[src/rtl/fifo_axis_pkg.sv]
// Shared types and defaults for the FIFO to AXI-Stream bridge.
// Holds the skid buffer state enum and default geometry.
package fifo_axis_pkg;

  localparam int unsigned DEF_DATA_WIDTH = 24;
  localparam int unsigned DEF_PKT_LEN    = 31;

  typedef enum logic [1:0] {
    EMPTY = 2'd0,
    ONE   = 2'd1,
    TWO   = 2'd2
  } skid_state_e;

endpackage

[src/rtl/axis_skid_buffer.sv]
// Two-slot output/skid register buffer feeding an AXI-Stream master.
// full_o is a pure register decode so upstream pops never see tready.
module axis_skid_buffer
  import fifo_axis_pkg::*;
#(
  parameter int unsigned WIDTH = DEF_DATA_WIDTH
) (
  input  logic             clk_i,
  input  logic             rst_ni,
  input  logic             push_i,
  input  logic [WIDTH-1:0] push_data_i,
  output logic             full_o,
  output logic             out_valid_o,
  input  logic             out_ready_i,
  output logic [WIDTH-1:0] out_data_o
);

  skid_state_e      state_q, state_d;
  logic [WIDTH-1:0] out_q, out_d;
  logic [WIDTH-1:0] skid_q, skid_d;
  logic             xfer;

  assign xfer        = out_valid_o & out_ready_i;
  assign full_o      = (state_q == TWO);
  assign out_valid_o = (state_q == ONE) | (state_q == TWO);
  assign out_data_o  = out_q;

  // Next state and slot loads.
  always_comb begin
    state_d = state_q;
    out_d   = out_q;
    skid_d  = skid_q;
    unique case (state_q)
      EMPTY: begin
        if (push_i) begin
          out_d   = push_data_i;
          state_d = ONE;
        end
      end
      ONE: begin
        if (push_i && xfer) begin
          out_d = push_data_i;
        end else if (push_i) begin
          skid_d  = push_data_i;
          state_d = TWO;
        end else if (xfer) begin
          state_d = EMPTY;
        end
      end
      TWO: begin
        if (xfer) begin
          out_d   = skid_q;
          state_d = ONE;
        end
      end
      default: begin
        state_d = EMPTY;
      end
    endcase
  end

  // State and slot registers; reset drops any held beats.
  always_ff @(posedge clk_i) begin
    if (!rst_ni) begin
      state_q <= EMPTY;
      out_q   <= '0;
      skid_q  <= '0;
    end else begin
      state_q <= state_d;
      out_q   <= out_d;
      skid_q  <= skid_d;
    end
  end

endmodule

[src/rtl/fifo_axis_bridge.sv]
// Pops a FWFT sync FIFO into an AXI-Stream master via a skid buffer.
// Optional FIFO_AXIS_TLAST_EN adds the packet counter, tlast and beat_cnt.
module fifo_axis_bridge
  import fifo_axis_pkg::*;
#(
  parameter int unsigned DATA_WIDTH = DEF_DATA_WIDTH,
  parameter int unsigned PKT_LEN    = DEF_PKT_LEN,
  parameter int unsigned CNT_WIDTH  = $clog2(PKT_LEN + 1)
) (
  input  logic                  clk,
  input  logic                  reset_n,
  output logic                  fifo_rd_en,
  input  logic [DATA_WIDTH-1:0] fifo_rd_data,
  input  logic                  fifo_empty_n,
  output logic                  m_axis_tvalid,
  input  logic                  m_axis_tready,
  output logic [DATA_WIDTH-1:0] m_axis_tdata
`ifdef FIFO_AXIS_TLAST_EN
  ,
  output logic                  m_axis_tlast,
  output logic [CNT_WIDTH-1:0]  beat_cnt
`endif
);

  if (PKT_LEN < 1 || PKT_LEN > 65535 ||
      (2 ** CNT_WIDTH) < PKT_LEN) begin : g_bad_cfg
    $error("fifo_axis_bridge: bad PKT_LEN/CNT_WIDTH");
  end

`ifdef FIFO_AXIS_TLAST_EN
  localparam int unsigned BW = DATA_WIDTH + 1;
`else
  localparam int unsigned BW = DATA_WIDTH;
`endif

  logic          pop;
  logic          full;
  logic [BW-1:0] push_w;
  logic [BW-1:0] out_w;

  assign pop        = reset_n & fifo_empty_n & ~full;
  assign fifo_rd_en = pop;

`ifdef FIFO_AXIS_TLAST_EN
  localparam logic [CNT_WIDTH-1:0] CNT_LAST =
    CNT_WIDTH'(PKT_LEN - 1);

  logic [CNT_WIDTH-1:0] cnt_q, cnt_d;
  logic                 last_w;

  assign last_w       = (cnt_q == CNT_LAST);
  assign push_w       = {last_w, fifo_rd_data};
  assign m_axis_tlast = out_w[DATA_WIDTH];
  assign m_axis_tdata = out_w[DATA_WIDTH-1:0];
  assign beat_cnt     = cnt_q;

  // Beat counter advances per pop, wrapping at packet end.
  always_comb begin
    cnt_d = cnt_q;
    if (pop) begin
      cnt_d = last_w ? '0 : cnt_q + 1'b1;
    end
  end

  // Beat counter register.
  always_ff @(posedge clk) begin
    if (!reset_n) begin
      cnt_q <= '0;
    end else begin
      cnt_q <= cnt_d;
    end
  end
`else
  assign push_w       = fifo_rd_data;
  assign m_axis_tdata = out_w;
`endif

  axis_skid_buffer #(
    .WIDTH (BW)
  ) u_skid (
    .clk_i       (clk),
    .rst_ni      (reset_n),
    .push_i      (pop),
    .push_data_i (push_w),
    .full_o      (full),
    .out_valid_o (m_axis_tvalid),
    .out_ready_i (m_axis_tready),
    .out_data_o  (out_w)
  );

endmodule

[config.mk]
export PLATFORM = sky130hd
export DESIGN_NAME = fifo_axis_bridge
export DESIGN_NICKNAME = d
export VERILOG_FILES = /design/src/rtl/fifo_axis_pkg.sv /design/src/rtl/axis_skid_buffer.sv /design/src/rtl/fifo_axis_bridge.sv
export SDC_FILE = /design/constraint.sdc
export NUM_CORES = 1
export LEC_CHECK = 0
export CORE_MARGIN = 2
export CORE_UTILIZATION = 53
export CTS_CLUSTER_DIAMETER = 100
export DETAILED_ROUTE_END_ITERATION = 7
export GPL_ROUTABILITY_DRIVEN = 0
export PLACE_DENSITY = 0.92
export SYNTH_ARGS = -nofsm -noshare
export SYNTH_HDL_FRONTEND = slang
export SYNTH_SLANG_ARGS = --single-unit
[constraint.sdc]
create_clock -name clk -period 3 [get_ports clk]
set_input_delay 0.3 -clock clk [delete_from_list [all_inputs] [get_ports clk]]
set_output_delay 0.3 -clock clk [all_outputs]
set_load 0.02 [all_outputs]
; ---- Yosys cells after proc, flatten, opt, wreduce, memory -nomap -nowiden
; Index checks and enable logic that the tools add are counted.
; Widths: inputs -> output; s select.
[word_totals]
register_bits = 50
output_inout_bits = 26
[op_classes]
n_eq_ne = 7
n_mux = 10
bitwise_logic = 6
n_reduce_logical = 6
[op_table]
columns = operator, n
row1 = $mux 24, 3
row2 = $pmux 24 s3, 1
row3 = $mux 2, 5
row4 = $reduce_and 4->1, 2
row5 = $pmux 2 s3, 1
row6 = $ne 2x1->1 const B, 2
row7 = $ne 2x2->1 const B, 2
row8 = $and 1x1->1, 3
row9 = $ne 3x1->1 const B, 1
row10 = $reduce_and 3->1, 1
row11 = $reduce_bool 3->1, 1
row12 = $eq 2x1->1 const B, 1
row13 = $eq 2x2->1 const B, 1
row14 = $logic_not 2->1, 1
row15 = $not 1->1, 2
row16 = $logic_and 1x1->1, 1
row17 = $or 1x1->1, 1

; ---- Depth between registers and ports, before layout
[logic_depth]
depth_word = 7
ltp_mapped = 9
mapped_depth_nobuf = 7

; ---- By module
; Synthesis repeated with hierarchy kept, for this count alone.
[hier_totals]
hier_cells = 239
area_unflattened_um2 = 2229.6
[by_module_without_submodules]
columns = mod, instances, cells_each, area_each_um2
row1 = axis_skid_buffer, 1, 238, 2220.9
row2 = fifo_axis_bridge, 1, 1, 8.8

; ---- Worst setup path after synthesis
; OpenSTA, ideal clock, no wires.
[synth_timing]
kind = register to register
startpoint = register u_skid.state_q[0]
endpoint = register u_skid.skid_q[10]
t_arrival_ps = 1812
required_ps = 2884
setup_slack_ps = 1072
stages_incl_launch_ff = 10
n_path_buf = 2
synth_period_minus_slack_ps = 1928
cell_sequence = dfxtp_1 inv_1 ha_1 buf_6 nand3b_2 inv_2 nand3_2 buf_2 mux2i_1 nor2b_1
[synth_between]
elab_chain_cells = 6
[synth_lines]
columns = item, line
row1 = from (decl), axis_skid_buffer.sv:18  ; skid_state_e state_q, state_d;
row2 = from (signal assigned), axis_skid_buffer.sv:69  ; state_q <= state_d;
row3 = $eq 2x2->1 *, axis_skid_buffer.sv:24  ; assign full_o = (state_q == TWO);
row4 = $not 1->1 *, fifo_axis_bridge.sv:41  ; assign pop = reset_n & fifo_empty_n & ~full;
row5 = $and 1x1->1 *, fifo_axis_bridge.sv:41
row6 = via fifo_rd_en, fifo_axis_bridge.sv:12  ; output logic fifo_rd_en,
row7 = $logic_and 1x1->1, axis_skid_buffer.sv:41  ; if (push_i && xfer) begin
row8 = $not 1->1 (no source line), --
row9 = $reduce_and 3->1 (no source line) *, --
row10 = to (signal assigned), axis_skid_buffer.sv:71  ; skid_q <= skid_d;
row11 = to (decl), axis_skid_buffer.sv:20  ; logic [WIDTH-1:0] skid_q, skid_d;
; Mark *: on every way through the listed nets, which the timed path passes. The rest lies on a longest branch.
; A chain may end at the register's enable or synchronous reset.

; ---- Final worst setup path
[layout_timing]
startpoint = register u_skid.state_q[0]
endpoint = output fifo_rd_en
[layout_between]
elab_chain_cells = 3
[layout_lines]
columns = item, line
row1 = $eq 2x2->1, axis_skid_buffer.sv:24
row2 = $not 1->1, fifo_axis_bridge.sv:41
row3 = $and 1x1->1, fifo_axis_bridge.sv:41
row4 = to (decl), fifo_axis_bridge.sv:12
; No other way between the ends.

==> impl_metrics.json <==
{
  "yosys.area.top_type": "dfxtp_1",
  "wl_met3_um": 286,
  "ctsHoldBuffers": 0,
  "wl_per_cell_um": 15.8,
  "grt_pass1_wl_um": 7900,
  "io_pins": 54,
  "cts_buffer_depth": 2,
  "total_power_w": 0.00272,
  "yosys-top-cells-area": "dfxtp_1, mux2i_1, o211a_1",
  "rsz0062_at_grt": "false",
  "fin_setup_tns_ns": 0,
  "arrival_ns": 2.24,
  "post_synth_instance_area_sq_um": 2310,
  "critPathSlowestCell": "clkdlybuf4s50_1",
  "post_cts_buffers": 0,
  "layout_min_cycle_time_ns": 2.54,
  "crit_type": "reg -> out",
  "crit_path_max_fanout": 15,
  "cts_tree": "built",
  "fillerInstances": 329,
  "crit_path_end_kind": "output pin",
  "async_flop_share_pct": 0,
  "p_leak_nw": 1.38,
  "yosysSeqAreaShare_pct": 43.4,
  "p_per_area_nw_per_um2": 930,
  "ys_ff_latch": 50,
  "m1WireLength_um": 2210,
  "highest_layer": "met4",
  "numCtsBuffers": 5,
  "clkTransAtPathRegs_ns": 0.09,
  "synth_edf_count": 0,
  "grt_pass1_vias": 1642,
  "reg2reg_from": "u_skid.state_q[0]$_SDFFE_PN0P_",
  "ant_nets": 0,
  "timing.rr.end": "u_skid.skid_q[9]$_SDFFE_PN0P_",
  "dpl_worst_slack_ns": 0.646,
  "finalMaxSlewViolations": 0,
  "routed-wl-met2_um": 2300,
  "grt.total_usage_pct": 20.2,
  "slowest_delay_ns": 0.63,
  "die_x_um": 70.0,
  "rows": 23,
  "dieArea_sq_um": 4890,
  "start_kind": "flip-flop",
  "cts.sinks": 50,
  "setup_violations": 0,
  "r2r_slack_ns": 0.64,
  "vdd_drop_max_v": 0.000530,
  "drc_errors": 0,
  "dieHeight_um": 70.0,
  "reg2regPathDepth": 8,
  "finalHoldViolCount": 0,
  "worst_slew_pin_slew_ns": 0.432,
  "hp-class": "reg -> reg",
  "routed_wl_um": 4880,
  "cp_data_required_time_ns": 2.70,
  "crit_chain": "inv_1, ha_2, nand3b_2, inv_2, clkdlybuf4s50_1",
  "max_freq_mhz": 394,
  "port_buffers": 53,
  "cts-root-buf": "clkbuf_8",
  "synth_top_area_share_pct": 43.4,
  "dp_hpwl_um": 3350,
  "utilization_pct": 71.7,
  "cap_violations": 0,
  "diodes": 0,
  "fin_ws_ns": 0.465,
  "place_area_sq_um": 2830,
  "synthCells": 211,
  "finalCritPeriodShare_pct": 84.5,
  "ctsHtreeMaxLevel": 2,
  "grt_max_degree": 52,
  "layout_commonest_cell": "clkdlybuf4s50_1",
  "finalClockSkew_ns": 0.00853,
  "ys.flop_type": "dfxtp_1",
  "final_cell_mix": "clkdlybuf4s50_1, dfxtp_1, mux2i_1",
  "gr-total-overflow": 0,
  "syn_nets": 243,
  "antenna_found_initial": 0,
  "slew_headroom_pct": 71.2,
  "nets": 291,
  "final_cell_area_sq_um": 2930,
  "cp-endpoint": "fifo_rd_en",
  "areaGrowthSynthToFinish_pct": 27.1,
  "cts_resized": 0,
  "syn-mean-instance-area_sq_um": 10.9,
  "vias": 1726,
  "outcome": "complete, no violations",
  "viasPerCell": 5.57,
  "drt_iter0_drc": 152,
  "initial_core_util_pct": 56.4,
  "core_area_sq_um": 4090,
  "drive_above_1_share_pct": 8.08,
  "clk_latency_ns": 0.31,
  "synth_cell_type_count": 26,
  "drt_pass1_iterations": 4,
  "crit_start": "u_skid.state_q[0]$_SDFFE_PN0P_",
  "synth_warnings": 0
}
==> where the power goes <==
part	internal [W]	switching (W)
logic	0.000643	0.000674
registers	0.000868	0.000115
clock network	0.000190	0.000234
total	0.00170	0.00102
==> flip-flops by register name, summed over array words and instances (netlist names) <==
| signal | cells |
|---|---|
| u_skid.skid_q | 24 |
| u_skid.state_q | 2 |
| u_skid.out_data_o | 24 |
==> worst max-delay path: cells and delay by family (launching register included) <==
family                   cells  cell delay [ns]
buffers and inverters        3             0.84
AND/OR/NAND/NOR              1             0.37
adder cells (fa/ha/maj)      1             0.33
flip-flops                   1             0.39
==> per-layer routing <==
layer / global-route usage, % / vias to the layer above
met5: 0 / -
met4: 7.26 / 0
met3: 5.92 / 10
met2: 33.0 / 55
met1: 25.3 / 812
li1: - / 849
==> logic make-up (layout without fill, tap and decap cells) <==
kind of cell / Yosys count / count (layout) / share of synthesized area [%]
mux: 49 / 49 / 21.3
buf+inv: 21 / 70 / 5.75
compound gates: 52 / 52 / 17.7
flops: 50 / 50 / 43.4
fa+ha+maj: 4 / 4 / 2.17
simple gates: 35 / 35 / 9.66
==> synthesized netlist by cell type, drive strengths merged (2+ instances only) <==
master and instances:
buf 9, or2 2, ha 4, nor3 2
o211a 24, nor2b 24, clkbuf 9, o21ai 24
inv 3, mux2i 49, nand2 3, dfxtp 50
==> worst min path at each step <==
| stage | from | end | slack [ns] | cells after the start |
|---|---|---|---|---|
| floorplan | fifo_rd_data[0] | u_skid.skid_q[0]$_SDFFE_PN0P_ | 0.47 | 2 |
| global placement | u_skid.out_data_o[7]$_SDFFE_PN0P_ | u_skid.out_data_o[7]$_SDFFE_PN0P_ | 0.48 | 1 |
| detailed placement | u_skid.out_data_o[7]$_SDFFE_PN0P_ | u_skid.out_data_o[7]$_SDFFE_PN0P_ | 0.49 | 1 |
| CTS | u_skid.out_data_o[7]$_SDFFE_PN0P_ | u_skid.out_data_o[7]$_SDFFE_PN0P_ | 0.51 | 1 |
| global route | u_skid.out_data_o[20]$_SDFFE_PN0P_ | u_skid.out_data_o[20]$_SDFFE_PN0P_ | 0.52 | 1 |
| finish | u_skid.out_data_o[7]$_SDFFE_PN0P_ | u_skid.out_data_o[7]$_SDFFE_PN0P_ | 0.50 | 1 |
==> stage by stage <==
| stage | instances | hold slack [ns] |
|---|---|---|
| finish | 310 | 0.504 |
| global route | 310 | 0.520 |
| CTS | 310 | 0.508 |
| detailed placement | 302 | 0.486 |
| global placement | 302 | 0.480 |
| floorplan | 211 | 0.466 |
==> layout make-up <==
cell class                      count  area (sq um)  share of cell area [%]
Clock buffer                        6          82.6                    2.82
Clock inverter                      2          16.3                   0.555
Inverter                            3          11.3                   0.384
Multi-Input combinational cell    140          1180                    40.3
Sequential cell                    50          1000                    34.2
Tap cell                           50          62.6                    2.13
Timing Repair Buffer               59           576                    19.6
Note: power is estimated with default switching activity, not from simulation.
